`src/rtl/keypad_pkg.sv`:
```
// Shared types, column drive constants and key coding for the keypad scanner.
`timescale 1ns/1ps
package keypad_pkg;

    typedef enum logic [1:0] {
        ST_SCAN         = 2'd0,
        ST_DEBOUNCE     = 2'd1,
        ST_EMIT         = 2'd2,
        ST_WAIT_RELEASE = 2'd3
    } state_t;

    // One-cold column drives: the single low bit selects the active column.
    localparam logic [3:0] COL0_DRIVE = 4'b1110;
    localparam logic [3:0] COL1_DRIVE = 4'b1101;
    localparam logic [3:0] COL2_DRIVE = 4'b1011;
    localparam logic [3:0] COL3_DRIVE = 4'b0111;

    // Synchronized row value when no key in the driven column is pressed.
    localparam logic [3:0] ROWS_IDLE  = 4'hF;

    function automatic logic [3:0] col_onecold(input logic [1:0] c);
        logic [3:0] drive;
        case (c)
            2'd0:    drive = COL0_DRIVE;
            2'd1:    drive = COL1_DRIVE;
            2'd2:    drive = COL2_DRIVE;
            default: drive = COL3_DRIVE;
        endcase
        return drive;
    endfunction

    // Key code as seen by the lock: row in the upper bits, column in the lower.
    function automatic logic [3:0] key_code(input logic [1:0] r, input logic [1:0] c);
        return {r, c};
    endfunction

    // True when exactly one active-low row is asserted.
    function automatic logic single_low(input logic [3:0] rows);
        return (rows == 4'b1110) || (rows == 4'b1101) ||
               (rows == 4'b1011) || (rows == 4'b0111);
    endfunction

    // Index of the low row; only meaningful when single_low() holds.
    function automatic logic [1:0] low_row_index(input logic [3:0] rows);
        logic [1:0] idx;
        case (rows)
            4'b1101: idx = 2'd1;
            4'b1011: idx = 2'd2;
            4'b0111: idx = 2'd3;
            default: idx = 2'd0;
        endcase
        return idx;
    endfunction

endpackage

```
`src/rtl/sync_2ff.sv`:
```
// Two-flop synchronizer for asynchronous level inputs; resets to all-ones.
`timescale 1ns/1ps
module sync_2ff #(
    parameter int WIDTH = 4
) (
    input  logic             clk,
    input  logic             rst,
    input  logic [WIDTH-1:0] d,
    output logic [WIDTH-1:0] q
);

    logic [WIDTH-1:0] meta;

    // Metastability settling stage followed by the clean output stage.
    always_ff @(posedge clk or posedge rst) begin
        if (rst) begin
            meta <= '1;
            q    <= '1;
        end else begin
            meta <= d;
            q    <= meta;
        end
    end

endmodule

```
`src/rtl/keypad_scanner.sv`:
```
// 4x4 matrix keypad scanner: column scan, press/release debounce, key strobes.
`timescale 1ns/1ps
module keypad_scanner
    import keypad_pkg::*;
#(
    parameter int SCAN_DIV        = 1000,
    parameter int DEBOUNCE_CYCLES = 20000
) (
    input  logic       clk,
    input  logic       rst,
    input  logic [3:0] row_in,
    output logic [3:0] col_drive,
    output logic [3:0] key,
    output logic       key_valid,
    output logic       key_error
);

    localparam int DIV_W = $clog2(SCAN_DIV);
    localparam int DEB_W = $clog2(DEBOUNCE_CYCLES);
    localparam logic [DIV_W-1:0] DIV_LAST = DIV_W'(SCAN_DIV - 1);
    localparam logic [DEB_W-1:0] DEB_LAST = DEB_W'(DEBOUNCE_CYCLES - 1);

    logic [3:0]       rows;
    state_t           state, state_n;
    logic [1:0]       col, col_n;
    logic [DIV_W-1:0] dwell, dwell_n;
    logic [DEB_W-1:0] deb, deb_n;
    logic [3:0]       pattern, pattern_n;
    logic [3:0]       key_n;
    logic             key_valid_n, key_error_n;

    sync_2ff #(
        .WIDTH (4)
    ) u_row_sync (
        .clk (clk),
        .rst (rst),
        .d   (row_in),
        .q   (rows)
    );

    assign col_drive = col_onecold(col);

    // State, counters and registered outputs; reset aborts any press in flight.
    always_ff @(posedge clk or posedge rst) begin
        if (rst) begin
            state     <= ST_SCAN;
            col       <= 2'd0;
            dwell     <= '0;
            deb       <= '0;
            pattern   <= ROWS_IDLE;
            key       <= 4'h0;
            key_valid <= 1'b0;
            key_error <= 1'b0;
        end else begin
            state     <= state_n;
            col       <= col_n;
            dwell     <= dwell_n;
            deb       <= deb_n;
            pattern   <= pattern_n;
            key       <= key_n;
            key_valid <= key_valid_n;
            key_error <= key_error_n;
        end
    end

    // Next-state logic: scan columns, debounce the captured pattern, emit once, wait for release.
    always_comb begin
        state_n     = state;
        col_n       = col;
        dwell_n     = dwell;
        deb_n       = deb;
        pattern_n   = pattern;
        key_n       = key;
        key_valid_n = 1'b0;
        key_error_n = 1'b0;

        case (state)
            ST_SCAN: begin
                if (dwell == DIV_LAST) begin
                    dwell_n = '0;
                    if (rows == ROWS_IDLE) begin
                        col_n = col + 2'd1;
                    end else begin
                        pattern_n = rows;
                        deb_n     = '0;
                        state_n   = ST_DEBOUNCE;
                    end
                end else begin
                    dwell_n = dwell + 1'b1;
                end
            end

            ST_DEBOUNCE: begin
                if (rows != pattern) begin
                    // Bounce or early release: give up on this column and move on.
                    state_n = ST_SCAN;
                    col_n   = col + 2'd1;
                    dwell_n = '0;
                    deb_n   = '0;
                end else if (deb == DEB_LAST) begin
                    state_n = ST_EMIT;
                end else begin
                    deb_n = deb + 1'b1;
                end
            end

            ST_EMIT: begin
                // The captured pattern equalled rows on every debounce cycle.
                if (single_low(pattern)) begin
                    key_n       = key_code(low_row_index(pattern), col);
                    key_valid_n = 1'b1;
                end else begin
                    key_error_n = 1'b1;
                end
                deb_n   = '0;
                state_n = ST_WAIT_RELEASE;
            end

            ST_WAIT_RELEASE: begin
                if (rows != ROWS_IDLE) begin
                    deb_n = '0;
                end else if (deb == DEB_LAST) begin
                    state_n = ST_SCAN;
                    col_n   = col + 2'd1;
                    dwell_n = '0;
                    deb_n   = '0;
                end else begin
                    deb_n = deb + 1'b1;
                end
            end

            default: begin
                state_n = ST_SCAN;
            end
        endcase
    end

endmodule

```
`config.mk`:
```
export PLATFORM = sky130hd
export DESIGN_NAME = keypad_scanner
export DESIGN_NICKNAME = d
export VERILOG_FILES = /design/src/rtl/keypad_pkg.sv /design/src/rtl/sync_2ff.sv /design/src/rtl/keypad_scanner.sv
export SDC_FILE = /design/constraint.sdc
export NUM_CORES = 1
export LEC_CHECK = 0
export ABC_CLOCK_PERIOD_IN_PS = 3600
export BUFFER_PORTS_ARGS = -buffer_cell sky130_fd_sc_hd__buf_2
export CAP_MARGIN = 20
export CORE_ASPECT_RATIO = 0.7
export CORE_MARGIN = 2
export CORE_UTILIZATION = 64
export DETAILED_ROUTE_END_ITERATION = 7
export GPL_TIMING_DRIVEN = 0
export PLACE_DENSITY = 0.84
export SLEW_MARGIN = 10
export SYNTH_ARGS = -nofsm -noshare
export SYNTH_HDL_FRONTEND = slang
export SYNTH_SLANG_ARGS = --single-unit
```
`constraint.sdc`:
```
create_clock -name clk -period 3.6 [get_ports clk]
set_input_delay 0.18 -clock clk [delete_from_list [all_inputs] [get_ports clk]]
set_output_delay 0.18 -clock clk [all_outputs]
set_load 0.005 [all_outputs]
```
### Word-level counts from Yosys, hierarchy flattened

Index checks and enable logic that the tools add are counted.

| operators by class | value |
|---|---|
| equal/unequal tests | 22 |
| bitwise gates (word level) | 1 |
| muxes and demuxes | 31 |
| add/subtract/negate cells | 3 |
| reductions and logical operators | 12 |

Operators with widths:

| cell | count |
|---|---|
| 15-bit two-way mux | 6 |
| 15-bit one-hot mux with 4 select lines | 1 |
| 10-bit two-way mux | 4 |
| 10-bit one-hot mux with 3 select lines | 1 |
| 2-bit two-way mux | 11 |
| 4-bit == test (second input constant) | 4 |
| 15-bit by 1-bit adder with 15-bit output (second input constant) | 1 |
| 15-bit == test (second input constant) | 1 |
| 2-bit inequality test (second input constant) | 6 |
| 2-bit one-hot mux with 3 select lines | 2 |
| 4-bit one-hot mux with 3 select lines | 1 |
| 10-bit by 1-bit adder with 10-bit output (second input constant) | 1 |
| 10-bit == test (second input constant) | 1 |
| 2-bit one-hot mux with 4 select lines | 1 |
| 2-bit == test (second input constant) | 3 |
| 3-bit inequality test (second input constant) | 2 |
| 3-bit AND reduction | 2 |
| 6-bit AND reduction | 1 |
| 5-bit AND reduction | 1 |
| 2-bit by 1-bit == test with 1-bit output (second input constant) | 2 |
| 4-bit by 3-bit == test with 1-bit output (second input constant) | 1 |
| 2-bit zero test | 2 |
| 1-bit two-way mux | 4 |
| 4-bit inequality test | 1 |
| other kinds (7) | 9 |

| storage, ports and cells | value |
|---|---|
| input port bits | 6 |
| output and inout bits | 10 |
| word-level logic and storage cells | 79 |
| flip-flop bits (word level) | 47 |

### Depth between registers and ports, before layout

Gate-level depths: netlist of the first run.

| logic depth | value |
|---|---|
| depth after elaboration | 6 |
| gate-level depth with buffers | 8 |
| mapped depth without buffers | 6 |

### By module

From an unflattened synthesis of the first run, not the netlist that was laid out.

| second synthesis, totals | value |
|---|---|
| cells, all modules | 258 |
| area, all modules | 2482.4 sq um |

By module, submodules not included:

| module | times used | area an instance (sq um) | cells each | sequential area each (sq um) |
|---|---|---|---|---|
| keypad_scanner | 1 | 2268.4 | 249 | 980.9 |
| sync_2ff | 1 | 214.0 | 9 | 210.2 |

### Worst setup path after synthesis of the first run

OpenSTA, ideal clock, no wires.

| path | value |
|---|---|
| path kind | register -> register |
| start point | register deb[5] |
| end point | register col[1] |
| arrival time | 2.150 ns |
| setup time | 0.125 ns |
| cell stages (with the launch flop) | 8 |
| data required time | 3.475 ns |
| buffers on the path | 2 |
| slack | 1.324 ns |
| period minus slack after synthesis | 2.276 ns |
| cells stage by stage | dfrtp_1 -> buf_6 -> or4b_1 -> or4_1 -> buf_6 -> o21ai_4 -> nand3_2 -> mux2_4 |

| on the way | value |
|---|---|
| longest elaborated chain between the ends | 3 |

Ends and longest elaborated chain:

| element | RTL line | source |
|---|---|---|
| from (decl) | keypad_scanner.sv:27 | `logic [DEB_W-1:0] deb, deb_n;` |
| from (signal assigned) | keypad_scanner.sv:58 | `deb <= deb_n;` |
| 15-bit == test | keypad_scanner.sv:122 | `end else if (deb == DEB_LAST) begin` |
| 2-bit inequality test (no line) | - |  |
| 6-bit AND reduction (no line) | - |  |
| to (signal assigned) | keypad_scanner.sv:56 | `col <= col_n;` |
| to (decl) | keypad_scanner.sv:25 | `logic [1:0] col, col_n;` |

No other way between the ends.
A chain may end at the register's enable or synchronous reset.

### Worst setup path after layout of the first run

| path | value |
|---|---|
| start point | register u_row_sync.q[2] |
| end point | register deb[3] |

| on the way | value |
|---|---|
| longest elaborated chain between the ends | 3 |
| elaborated cells between the ends (all ways) | 9 |
| those cells by class | eq/ne (5); mux (3); reduce/logical (1) |

Ends and longest elaborated chain:

| element | RTL line | source |
|---|---|---|
| from (decl) | sync_2ff.sv:9 | `output logic [WIDTH-1:0] q` |
| from (signal assigned) | sync_2ff.sv:21 | `q <= meta;` |
| 4-bit inequality test, or another cell as far along | keypad_scanner.sv:120 | `if (rows != ROWS_IDLE) begin` |
| 15-bit two-way mux, or another cell as far along | keypad_scanner.sv:120 |  |
| 15-bit one-hot mux with 4 select lines / 3-bit AND reduction (equally long branches) | - |  |

Parallel ways exist; a longest one is shown, timed or not.

==> results by stage, run 1 <==
Routing:
- The antenna violation net count after detailed routing is 0.
- After detailed routing, the number of remaining DRC violations is 0.
- The overall via count from detail_route is 2,054.
- The pre-antenna-repair detailed-routing pass consisted of 4 iterations.
- The routed length on met2 is between 2000 and 2500 µm.
- Wire segments on met3 add up to about 290 µm in the final route.
- The highest layer touched by signal routing is met4.
- Dividing the detail-routed wire length by the instance count gives 14.9 µm.
- The average via count per standard cell is around 6.1.
- After the first detailed-routing iteration, the DRC count stood at 114.
- The routed length on met1 is approximately 2400 µm.
- The routed wire length is around 5000 µm.

Status:
- The run finished with clean final reports.

STA:
- The maximum clock frequency is 376 MHz.
- For the pin with the worst max-slew slack, the measured transition is 1050 ps.
- The number of setup violations in the final report is 0.
- The worst path uses approximately three quarters of the clock period.
- The final-report hold violation count is 0.
- The final total negative setup slack is 0 ps.
- Setup repair after global routing left no endpoint under its margin.
- The worst slew slack as a fraction of its limit is 28.8%.
- The final period demand of the worst path is roughly 2700 ps.
- The setup skew after layout is approximately 9 ps.
- The number of pins with negative max-slew slack in the final report is 0.

Global routing:
- The number of global-route vias before repair is around 1,900.
- Global routing consumed, over all layers together, between 20 and 30% of the routing resources.
- The largest net degree at the start of global routing is 30.
- The first-pass GRT wire length is between 8000 and 9000 µm.
- After global routing the overflow that remains totals 0.
- The number of antenna violations at the first check in global routing was 0.

Setup path:
- In this run the critical register-to-register path is captured at deb[3].
- The startpoint of the worst setup timing path is u_row_sync.q[2].
- The nature of the critical path endpoint is a flip-flop.
- The worst path arrival time is approximately 2800 ps.
- The origin of the critical flop-to-flop path is u_row_sync.q[2].
- The critical path class is reg -> reg.
- For the worst flop-to-flop path, the logic depth is 6.
- The data required time of the worst path is 3760 ps.
- The startpoint kind of the worst setup timing path is a flip-flop.
- The worst setup slack for register-to-register paths is about 940 ps.
- The maximum fanout count along the critical path is 6.

Clock tree:
- The total number of clock tree sinks is between 40 and 50.
- After clock tree synthesis, the clock-pin slew on the worst setup and hold paths is around 90 ps.
- The number of levels in the clock H-tree is 2.
- TritonCTS built the clock tree.
- The buffer cell driving the clock tree root is sky130_fd_sc_hd__clkbuf_8.
- The number of buffers created by CTS is 5.
- The later-pin clock latency in the skew report is roughly 300 ps.
- The number of gates resized after CTS is 0.
- The worst-case clock buffer depth is 2.

Final layout:
- In the final design database the tool counted between 200 and 300 nets.
- The fraction of layout cells with a size suffix above 1 is 19.9%.
- Excluding fillers, the count of instances in the completed layout stands at ~340.
- The layout has 254 filler cells.
- The repair_antennas step left the layout with diodes totalling 0.
- The footprint of the multi-input gates is about 0.0012 mm².
- The area overhead of the layout relative to synthesis is 13.3%.
- Registers take 0.00119 mm².

Synth:
- The sequential area share after synthesis is ~48%.
- After Yosys synthesis, full adders, half adders and majority gates account for ~3% of the synthesized area.
- The synthesized instance count is roughly 260.
- The count of state elements after synthesis is between 40 and 50.
- The post-synthesis compound-gate area fraction is between 10% and 20%.
- The fraction of synthesis flops using an asynchronous set or reset pin is 100%.
- Summing the areas of all xor and xnor instances in the mapped netlist gives under 10% of the synthesized area.
- By area, the combinational part of the netlist is dominated by simple AND/OR/NAND/NOR gates.
- The count of yosys warnings during synthesis is 0.
- A synthesized cell averages 9.63 µm².
- The count of flip-flops with a built-in enable after synthesis is 0.
- The prevailing post-synth register cell is sky130_fd_sc_hd__dfrtp_1.
- The number of nets handed over by synthesis was about 270.
- After synthesis the cells add up to 0.00248 mm².
- By area the synthesized netlist is led by sky130_fd_sc_hd__dfrtp_1 35%, sky130_fd_sc_hd__dfstp_2 13%, sky130_fd_sc_hd__a21oi_1 4.2%.
- Summing the areas of all and, or, nand and nor instances in the mapped netlist gives 20.4% of the synthesized area.
- The largest total area in the synthesized netlist belongs to sky130_fd_sc_hd__dfrtp_1.
- Counting distinct cell types in the post-synthesis netlist gives slightly above 50.
- The top-area cell type share of the netlist area is ~35%.
- The mux contribution to synthesized area is 4.50%.

Pwr:
- For this design the ratio of total power to cell area is roughly 340 mW/mm².
- For this design the static power due to leakage is about 0.0012 µW.
- IR analysis of the VDD net gives a maximum drop of roughly 310 µV.

Die:
- The initial standard-cell utilization of the core is approximately 70%.
- After floorplanning, the core was sized to cover 0.00360 mm².
- The number of rows created at floorplan is 18.
- The die covers between 0.004 and 0.005 mm².
- The overall die height is 56.0 µm.
- The count of pins on the block boundary is 16.
- The floorplan step set the die width to 78.3 µm.

Hold path:
- The hold path startpoint is u_row_sync.meta[1].
- The min-delay analysis places its worst path in the category reg -> reg.
- The path with the worst hold slack has its endpoint at u_row_sync.q[1].
- The number of stages on the worst hold path is 0.

Placement:
- The congestion estimate from routability-driven global placement came to approximately 0.84.
- The half-perimeter wire length of the detailed placement result is around 3600 µm.
- Input and output buffers added on the ports amount to 15.
- In this run, placement finished with an instance count of roughly 320.

Job:
- Max-cap violations in this run came to 0.
-- what timing repair did --
action / CTS / global route
hold endpoints to repair: 17 / 0
hold buffers: 5 / 0
buffers inserted: 0 / 0
-- layer usage --
| layer | global-route usage, % | up-vias |
|---|---|---|
| li1 | - | 997 |
| met1 | 37.4 | 989 |
| met2 | 37.2 | 61 |
| met3 | 5.52 | 7 |
| met4 | 9.52 | 0 |
| met5 | 0 | - |
-- cell type report --
type | count | share of cell area, %
plain buffers | 14 | 2.63
clock inverters | 1 | 0.312
repair buffers | 22 | 5.35
clock buffers | 7 | 3.84
multi-input cells | 180 | 41.0
well taps | 50 | 2.23
inverters | 16 | 2.14
flip-flops and latches | 47 | 42.5
-- critical path, stage by stage, from the launching register on --
cell	delay (ps)
sky130_fd_sc_hd__dfstp_2	390
sky130_fd_sc_hd__and4_1	180
sky130_fd_sc_hd__clkbuf_1	170
sky130_fd_sc_hd__o41ai_1	990
sky130_fd_sc_hd__o31ai_1	190
sky130_fd_sc_hd__a21oi_1	460
sky130_fd_sc_hd__nor3_1	130
-- worst max path at each step --
stage / depth (start not counted) / slack (ps) / end
3_5_place_dp: 6 / 1060 / deb[3]
2_1_floorplan: 7 / 1320 / col[1]
5_1_grt: 7 / 760 / deb[3]
4_1_cts: 6 / 1030 / deb[3]
6_report: 6 / 940 / deb[3]
3_3_place_gp: 6 / 1070 / deb[3]
-- flip-flops by register name (all words and copies together) (netlist names), named ones only --
name             cells
pattern              4
u_row_sync.q         4
key_valid            1
col                  2
key                  4
deb                 15
state                1
u_row_sync.meta      4
dwell               10
key_error            1
-- synthesized netlist by cell type, types with 4 or more instances --
master                     count
sky130_fd_sc_hd__dfrtp_1      35
sky130_fd_sc_hd__nand2_1      22
sky130_fd_sc_hd__a21oi_1      21
sky130_fd_sc_hd__nand3_1      19
sky130_fd_sc_hd__inv_1        16
sky130_fd_sc_hd__a31oi_1      12
sky130_fd_sc_hd__dfstp_2      12
sky130_fd_sc_hd__nor2_1       12
sky130_fd_sc_hd__o21ai_0      12
sky130_fd_sc_hd__clkbuf_1      9
sky130_fd_sc_hd__nor3_1        9
sky130_fd_sc_hd__ha_1          6
sky130_fd_sc_hd__nand4_1       6
sky130_fd_sc_hd__mux2_2        5
sky130_fd_sc_hd__o21a_1        5
sky130_fd_sc_hd__and3_1        4
sky130_fd_sc_hd__mux2i_1       4
-- logic make-up after synthesis --
kind of cell	count (synthesis)
AOI/OAI and AO/OA	66
xor gates and xnor gates	3
DFF	47
buffers and inverters	30
and+or+nand+nor	95
muxes	10
adders and majority gates	6
-- power by group --
group	internal [µW]	switching, µW	total [µW]
Sequential	536	2.95	539
Combinational	9.01	13.8	22.9
Clock	201	181	382
-- stage by stage --
stage	utilization (%)	instance area, µm²	total power [µW]	hold slack, ps	setup WS (ps)
floorplan	-	2480	558	184	1320
global placement	72.5	2610	565	285	1070
detailed placement	73.2	2640	568	193	1060
CTS	77.8	2810	950	361	1030
global route	77.8	2810	976	370	759
finish	77.8	2810	943	360	944
-- cell usage in the layout, fill, tap and decap left out, types with 9 or more instances in the layout --
master and instances:
sky130_fd_sc_hd__o21ai_0 12, sky130_fd_sc_hd__a21oi_1 21, sky130_fd_sc_hd__a31oi_1 12, sky130_fd_sc_hd__nor2_1 12
sky130_fd_sc_hd__dfstp_2 12, sky130_fd_sc_hd__nand2_1 22, sky130_fd_sc_hd__inv_1 15, sky130_fd_sc_hd__nor3_1 9
sky130_fd_sc_hd__clkbuf_1 9, sky130_fd_sc_hd__dfrtp_1 35, sky130_fd_sc_hd__buf_2 17, sky130_fd_sc_hd__nand3_1 19
No activity file was read; power rests on OpenSTA's default activity.
==> inputs of run 2 (changes only) <==
Settings changed: ABC_AREA set to 1, ABC_CLOCK_PERIOD_IN_PS 3600 to 2200, CORE_UTILIZATION 64 to 55, PLACE_DENSITY 0.84 to 0.76.
Clock period 3.6 ns to 2.2 ns, I/O delays scaled along.
==> results by stage, run 2 <==
Status:
- The run finished with clean final reports.

STA:
- The worst slew slack as a fraction of its limit is between 60% and 70%.
- Timing would allow up to roughly 520 MHz.
- The worst path needs between 1500 and 2000 ps of the cycle, external delays included.
- Setup repair after global routing left no endpoint under its margin.
- The number of pins with negative max-slew slack in the final report is 0.
- The part of the cycle the worst path needs is between 80 and 90%.
- The setup skew after layout is roughly 5.5 ps.
- Setup violations remaining at the end of the flow were counted as 0.
- The final-report hold violation count is 0.
- Final hold analysis gives a worst-case slack of around 360 ps.
- The final total negative setup slack is 0 ps.
- The actual transition at the worst max-transition pin is 551 ps.

Global routing:
- The number of global-route vias before repair is between 2,000 and 2,500.
- The number of antenna violations at the first check in global routing is 0.
- The global router's overall resource usage is 22.9%.
- The first global-routing pass estimated 10,300 µm of wire.
- The remaining global-route overflow is 0.
- Entering global routing, the biggest net connects 25 pins.

Clock tree:
- The clock slew at the register clock pins of the worst setup and hold paths is approximately 90 ps.
- No sink is reached through more buffers than the 2 on the longest clock path.
- The number of gates resized after CTS is 0.
- The number of levels in the clock H-tree is 2.
- The number of buffers created by CTS is 5.
- Clock tree synthesis found a total of 47 sinks.
- The post-CTS setup-driven buffer insertion count is 0.
- The clock tree from TritonCTS is done.
- The post-cts hold buffer count is 5.
- The cell sitting at the root of the clock tree is a sky130_fd_sc_hd__clkbuf_8.
- Clock latency on the worst-skew pair, taken at its later pin, is around 300 ps.

Synth:
- In the post-synthesis netlist, the cell with the most instances is sky130_fd_sc_hd__nand2_1.
- The synthesized net count is roughly 390.
- The top-area cell type share of the netlist area is between 30% and 40%.
- The count of flip-flops with a built-in enable after synthesis is 0.
- In this run, distinct cell masters in the synthesized netlist total 35.
- The synthesized netlist devotes under 10% of its cell area to compound gates.
- The Yosys step of the flow raised 0 warnings.
- The cell type with the highest aggregate area in the netlist is sky130_fd_sc_hd__dfrtp_1.
- The parity-gate share of the synthesized area counting xor and xnor cells is approximately 1.6%.
- Synthesis produced 375 cells.
- The prevailing post-synth register cell is sky130_fd_sc_hd__dfrtp_1.
- The dominant combinational cell family by area after synthesis is simple AND/OR/NAND/NOR gates.
- In this run the mean area of a mapped cell was between 7 and 8 µm².
- The cell area that synthesis handed to floorplanning was about 0.0028 mm².
- Ranked by total cell area, the synthesized netlist is headed by sky130_fd_sc_hd__dfrtp_1 31%, sky130_fd_sc_hd__nand2_1 15%, sky130_fd_sc_hd__dfstp_2 11%.
- Of the synthesized area, sequential elements account for roughly 43%.
- The commonest cells after synthesis are 115 x sky130_fd_sc_hd__nand2_1, 48 x sky130_fd_sc_hd__inv_1, 38 x sky130_fd_sc_hd__nor2_1.
- Of all flip-flops after synthesis, the portion carrying an async set or reset was 100%.
- In the synthesized netlist, mux cells make up 0% of the area.
- The synthesized netlist devotes between 30% and 40% of its cell area to simple gates.
- The synthesized design contains 47 register bits.
- Summing the areas of all fa, ha and maj instances in the mapped netlist gives roughly 2.7% of the synthesized area.

Routing:
- The iteration count of the initial detailed-routing pass is 5.
- In the routed layout, each cell is associated on average with a via count of a little over 5.
- The number of DRC markers in iteration 0 is 155.
- The routed layout has 2,439 vias.
- The total DRC errors in the routed layout is 0.
- For this block, the routed nets add up to about 5700 µm of wire.
- After detailed routing, the average wire length per cell comes to 12.1 µm.
- In this run the remaining antenna-violating nets after routing total 0.

Pwr:
- Summed over all nets, the switching power comes to about 320 µW.
- Of the total power, the share spent switching nets is between 20% and 30%.
- For this design the ratio of total power to cell area is 471 mW/mm².
- The clock network burns between 30% and 40% of the power.
- The internal power of the cells totals roughly 1200 µW.
- The analysis attributes to cell leakage a power of 0.00156 µW.
- The peak supply drop is 327 µV.
- In this run, the combinational gates consume ~3% of the power.
- The share of total power in sequential cells is about three fifths.

Setup path:
- The worst path arrival time is 2160 ps.
- The highest cell delay on the worst timing path is 490 ps.
- The nature of the critical path endpoint is a flip-flop.
- The cell type of the slowest stage on the worst timing path is sky130_fd_sc_hd__dfrtp_1.
- The maximum fanout count along the critical path is 8.
- The total buffers and inverters traversed by the critical path is 1.
- For flop-to-flop paths, the worst setup slack is approximately 260 ps.
- The cell that appears most often on the critical path is sky130_fd_sc_hd__nand2_1.
- The critical path in this run is classified as reg -> reg.
- Walking the worst path, the cells encountered are ha_1, nand2_1, nor2_1, nand2_1, inv_1, nand3_1, o21ai_0.
- On the critical path the largest part of the delay comes from simple AND/OR/NAND/NOR gates.
- STA classifies the critical path startpoint as a flip-flop.
- The data required time of the worst path is roughly 2400 ps.

Final layout:
- The post-layout net count is around 420.
- The antenna diode count is 0.
- The commonest non-fill, non-tap cell in the layout is sky130_fd_sc_hd__nand2_1.
- The register with the most flip-flops in the layout has 15 of them.
- Of the cells placed in the final design, the portion with a size suffix greater than 1 is 18.6%.
- The register bank with the most flops is deb.
- Compared with the post-synthesis result, the final layout area differs by 12.0%.
- The top cell types in the final layout, fill and taps aside, are 115 x sky130_fd_sc_hd__nand2_1, 47 x sky130_fd_sc_hd__inv_1, 38 x sky130_fd_sc_hd__nor2_1.
- In the final layout, the registers with the most flip-flops are deb x15, dwell x10.
- After the flow finishes, the layout carries non-filler instances totaling between 400 and 500.

Placement:
- The congestion estimate from routability-driven global placement came to about 0.88.
- The half-perimeter wire length of the detailed placement result is about 4300 µm.
- Including well taps, the total number of placed cells is 460.
- During placement, the flow inserted port buffers numbering 15.

Die:
- The overall die height is between 60 and 70 µm.
- In this run the horizontal extent of the chip is just under 90 µm.
- For this design the top-level I/O count stands at 16.
- The standard cell core area is between 0.004 and 0.005 mm².
- The initial standard-cell utilization of the core is between 50 and 60%.
- The area of the die is approximately 0.0057 mm².
- In this run the core area contains 21 standard-cell rows.

Hold path:
- The worst min-delay path category is reg -> reg.

Job:
- Max-cap violations in this run came to 0.
run 2: changes by cell type after synthesis, sizes merged, moves of 9 or more:
cell	delta
nor2	+31
nand2	+97
a31oi	-10
clkbuf	-10
nand3	+11
o21ai	+13
inv	+40
nand4	+9
a21oi	-16
run 2: cell families after synthesis:
group                    Yosys count
buffers and inverters             64
AO/OA/AOI/OAI                     38
flip-flops                        47
AND/OR/NAND/NOR                  215
XOR/XNOR                           5
adder cells (fa/ha/maj)            6
run 2: through the flow:
step                util, %  power (µW)  setup slack (ps)  instance area, µm²
finish                 64.7        1470               263                3130
CTS                    64.7        1490               278                3130
detailed placement     61.7         937               300                2980
floorplan                 -         918               624                2790
global route           64.7        1540               113                3130
global placement       61.1         929               327                2950
run 2: power by group through the flow:
stage          logic [µW]  clock network (µW)  registers (µW)
2_1_floorplan        22.0                   0             896
3_3_place_gp         32.0                   0             897
3_5_place_dp         39.5                   0             898
4_1_cts              46.3                 562             881
5_1_grt              52.2                 604             883
6_report             44.9                 547             881
run 2: area by class of cell:
type	instances	area, µm²
inverter	58	218
tap	69	86.3
clock inverter	1	8.76
fill	430	1710
timing repair buffer	21	153
sequential	47	1190
clock buffer	7	86.3
buffer	6	55.1
multi-input combinational	264	1330
run 2: worst paths after layout:
path	from	depth (start not counted)	to
setup reg to reg	dwell[0]	7	pattern[3]
min in group asynchronous	rst	3	key[0]
hold reg to reg	u_row_sync.meta[0]	0	u_row_sync.q[0]
max in group asynchronous	rst	4	u_row_sync.q[1]
hold / removal	u_row_sync.meta[0]	0	u_row_sync.q[0]
setup / recovery	dwell[0]	7	pattern[3]
run 2: per-layer routing:
metal / part of all wire [%] / track usage (%) / up-vias
met3: 4.7 / 4.06 / 6
met2: 45 / 36.3 / 62
li1: - / - / 1239
met1: 49 / 32.9 / 1132
met5: 0 / 0 / -
met4: 1.1 / 4.48 / 0
run 2: worst reg2reg max path: cells and delay by family (launching register included):
kind,cells,cell delay (ps)
compound gates,1,260
fa+ha+maj,1,210
buf+inv,1,170
flops,1,490
simple gates,4,720
==> inputs of run 3 (changes only) <==
Settings changed: ABC_CLOCK_PERIOD_IN_PS 2200 to 2150, CORE_UTILIZATION 55 to 61, PLACE_DENSITY 0.76 to 0.8.
Clock period 2.2 ns to 2.15 ns, I/O delays scaled along.
==> results by stage, run 3 (synthesis gave the netlist of run 2 again) <==
Routing:
- In this run, the number of DRC markers left after iteration 0 of detailed routing was roughly 190.
- The routed wire length per instance is roughly 13 µm.
- The total DRC errors in the routed layout is 0.
- The first detailed-routing pass ran for 5 iterations.
- The average via count per standard cell is ~5.3.
- After detailed routing, the total wire length is between 5000 and 6000 µm.
- In this run the remaining antenna-violating nets after routing total 0.
- The overall via count from detail_route is roughly 2,500.

Global routing:
- The remaining global-route overflow is 0.
- The global router's overall resource usage is between 20% and 30%.
- The largest net degree at the start of global routing is 37.
- The number of global-route vias before repair came to 2,190.
- The first global-routing pass estimated roughly 9900 µm of wire.
- The number of antenna violations at the first check in global routing is 0.

Job:
- The tool flagged a number of max-cap violations equal to 0.

Placement:
- The final weighted congestion in routability-driven placement is ~0.85.
- The quantity of I/O buffers inserted on ports is 15.
- The cell count after placement is between 400 and 500.
- The placed instances occupy a cell area of around 0.003 mm².
- Detailed placement ended at an HPWL of a little over 4000 µm.
- At the placement stage, the worst setup path has a slack of 287 ps.

STA:
- The final worst-path setup slack is 214 ps.
- The worst slew slack as a fraction of its limit is between 70% and 80%.
- The clock arrives with between 10 and 15 ps of skew.
- Setup violations remaining at the end of the flow were counted as 0.
- The final-report hold violation count came to 0.
- The routed design could run at a clock period as short as 1940 ps.
- The maximum clock frequency is just over 500 MHz.
- In the final timing run, aggregate negative setup slack is 0 ps.
- The actual transition at the worst max-transition pin is ~350 ps.
- The number of pins with negative max-slew slack in the final report is 0.
- Setup repair after global routing left no endpoint under its margin.
- The part of the cycle the worst path needs is about nine tenths.

Clock tree:
- The number of levels in the clock H-tree is 2.
- Post-CTS timing repair inserted 0 buffers for setup.
- The number of gates resized after CTS is 0.
- After clock tree synthesis, the clock-pin slew on the worst setup and hold paths is 90 ps.
- TritonCTS built the clock tree.
- Counting the buffers created by CTS gives 5.
- The later pin in the worst-skew pair is clocked with a latency of 300 ps.
- The post-cts hold buffer count is 5.
- The total number of clock tree sinks is 47.
- The longest clock path from root to sink contains 2 buffers.
- The buffer cell driving the clock tree root is sky130_fd_sc_hd__clkbuf_8.

Die:
- The initial standard-cell utilization of the core is about 64%.
- The die covers just over 0.005 mm².
- The overall die width is around 85 µm.
- From bottom edge to top edge, the die measures between 60 and 70 µm.
- The standard cell core area is approximately 0.0044 mm².
- The number of rows created at floorplan is 20.
- For this design the top-level I/O count stands at 16.

Setup path:
- The total buffers and inverters traversed by the critical path is 1.
- The most critical setup path has its endpoint at pattern[1].
- The worst setup path is captured at a flip-flop.
- The cell class contributing the biggest share of worst-path delay is simple AND/OR/NAND/NOR gates.
- The critical path goes through ha_1, nand2_1, nor2_1, nand2_1, inv_1, nand3_1, o21ai_0.
- Data on the critical path is required at its endpoint by roughly 2400 ps.
- The maximum fanout count along the critical path is 8.
- The critical path depth is 7.
- The highest cell delay on the worst timing path is approximately 490 ps.
- The library cell appearing most often on the critical path is sky130_fd_sc_hd__nand2_1.
- The critical path in this run is classified as reg -> reg.
- For this design, the slowest cell found on the critical path is sky130_fd_sc_hd__dfrtp_1.
- In this run the critical register-to-register path is captured at pattern[1].
- The startpoint of the worst setup timing path is dwell[0].
- The setup check on the worst reg-to-reg path leaves a slack of 210 ps.
- The origin of the critical flop-to-flop path is dwell[0].
- The worst path arrival time is ~2200 ps.
- The startpoint kind of the worst setup timing path is a flip-flop.
- The worst register-to-register path has a depth of 7.

Status:
- The run finished with clean final reports.

Pwr:
- The peak supply drop is roughly 480 µV.
- The share of power burned in the clock network is approximately two fifths.
- The analysis attributes to net switching a power of 319 µW.
- Of the total power, the share spent switching nets is between 20% and 30%.
- Registers are responsible for 58.8% of the overall power.
- Internal power comes to roughly 1200 µW.
- In this run, the combinational gates consume under 10% of the power.
- The leakage component of the power is between 0.0015 and 0.002 µW.
- The power density over the cells is approximately 490 mW/mm².

Final layout:
- The post-layout net count is around 420.
- The top cell types in the final layout, fill and taps aside, are 115 x sky130_fd_sc_hd__nand2_1, 47 x sky130_fd_sc_hd__inv_1, 38 x sky130_fd_sc_hd__nor2_1.
- The largest registers in the layout are deb x15, dwell x10.
- The register with the most flip-flops in the layout has 15 of them.
- The library cell used most frequently in the layout, excluding fill and tap cells, is sky130_fd_sc_hd__nand2_1.
- The finished layout holds around 460 standard cells, fillers aside.
- Of the cells placed in the final design, the portion with a size suffix greater than 1 is 18.3%.
- Cells fill 71.0% of the core in the end.
- The area overhead of the layout relative to synthesis is 11.3%.
- Counting flops per register, the top entry is deb.
- The antenna diode count is 0.
- The design area is slightly above 0.003 mm².

Hold path:
- The min-delay analysis places its worst path in the category in -> async.
-- run 3: power groups by stage --
stage / clock (µW) / combinational, µW / sequential (µW)
final: 587 / 45.5 / 902
after global routing: 635 / 52.5 / 903
after CTS: 601 / 45.5 / 902
after detailed placement: 0 / 38.5 / 918
after global placement: 0 / 32.6 / 918
after floorplan: 0 / 22.5 / 917
-- run 3: routing by layer --
metal  track usage [%]  vias up  share of wire, %
met5                 0        -                 0
met1              34.6     1112                47
li1                  -     1244                 -
met3              5.03        8               6.8
met4              6.58        0               1.0
met2              40.2       88                45
-- run 3: how the worst min path moves through the flow --
stage              start                 end  slack [ps]  cells after the start
6_report             rst           key_valid         310                      3
5_1_grt              rst            dwell[8]         340                      3
4_1_cts              rst           key_valid         280                      3
3_5_place_dp         rst           key_valid          60                      2
3_3_place_gp   row_in[0]  u_row_sync.meta[0]         210                      1
2_1_floorplan  row_in[0]  u_row_sync.meta[0]         110                      0
-- run 3: final cells by class --
cell class,instances,area (µm²)
multi-input combinational,264,1330
fill,346,1270
sequential,47,1190
inverter,58,218
timing repair buffer,21,145
clock buffer,8,101
tap,55,68.8
buffer,6,55.1
-- run 3: tightest hold or removal path: stages --
cell	delay, ps
sky130_fd_sc_hd__dlygate4sd3_1	560
sky130_fd_sc_hd__buf_2	130
sky130_fd_sc_hd__inv_2	220
-- run 3: through the flow --
step,hold slack [ps],total power (µW)
2_1_floorplan,112,939
3_3_place_gp,212,951
3_5_place_dp,59.8,957
4_1_cts,279,1550
5_1_grt,341,1590
6_report,313,1530
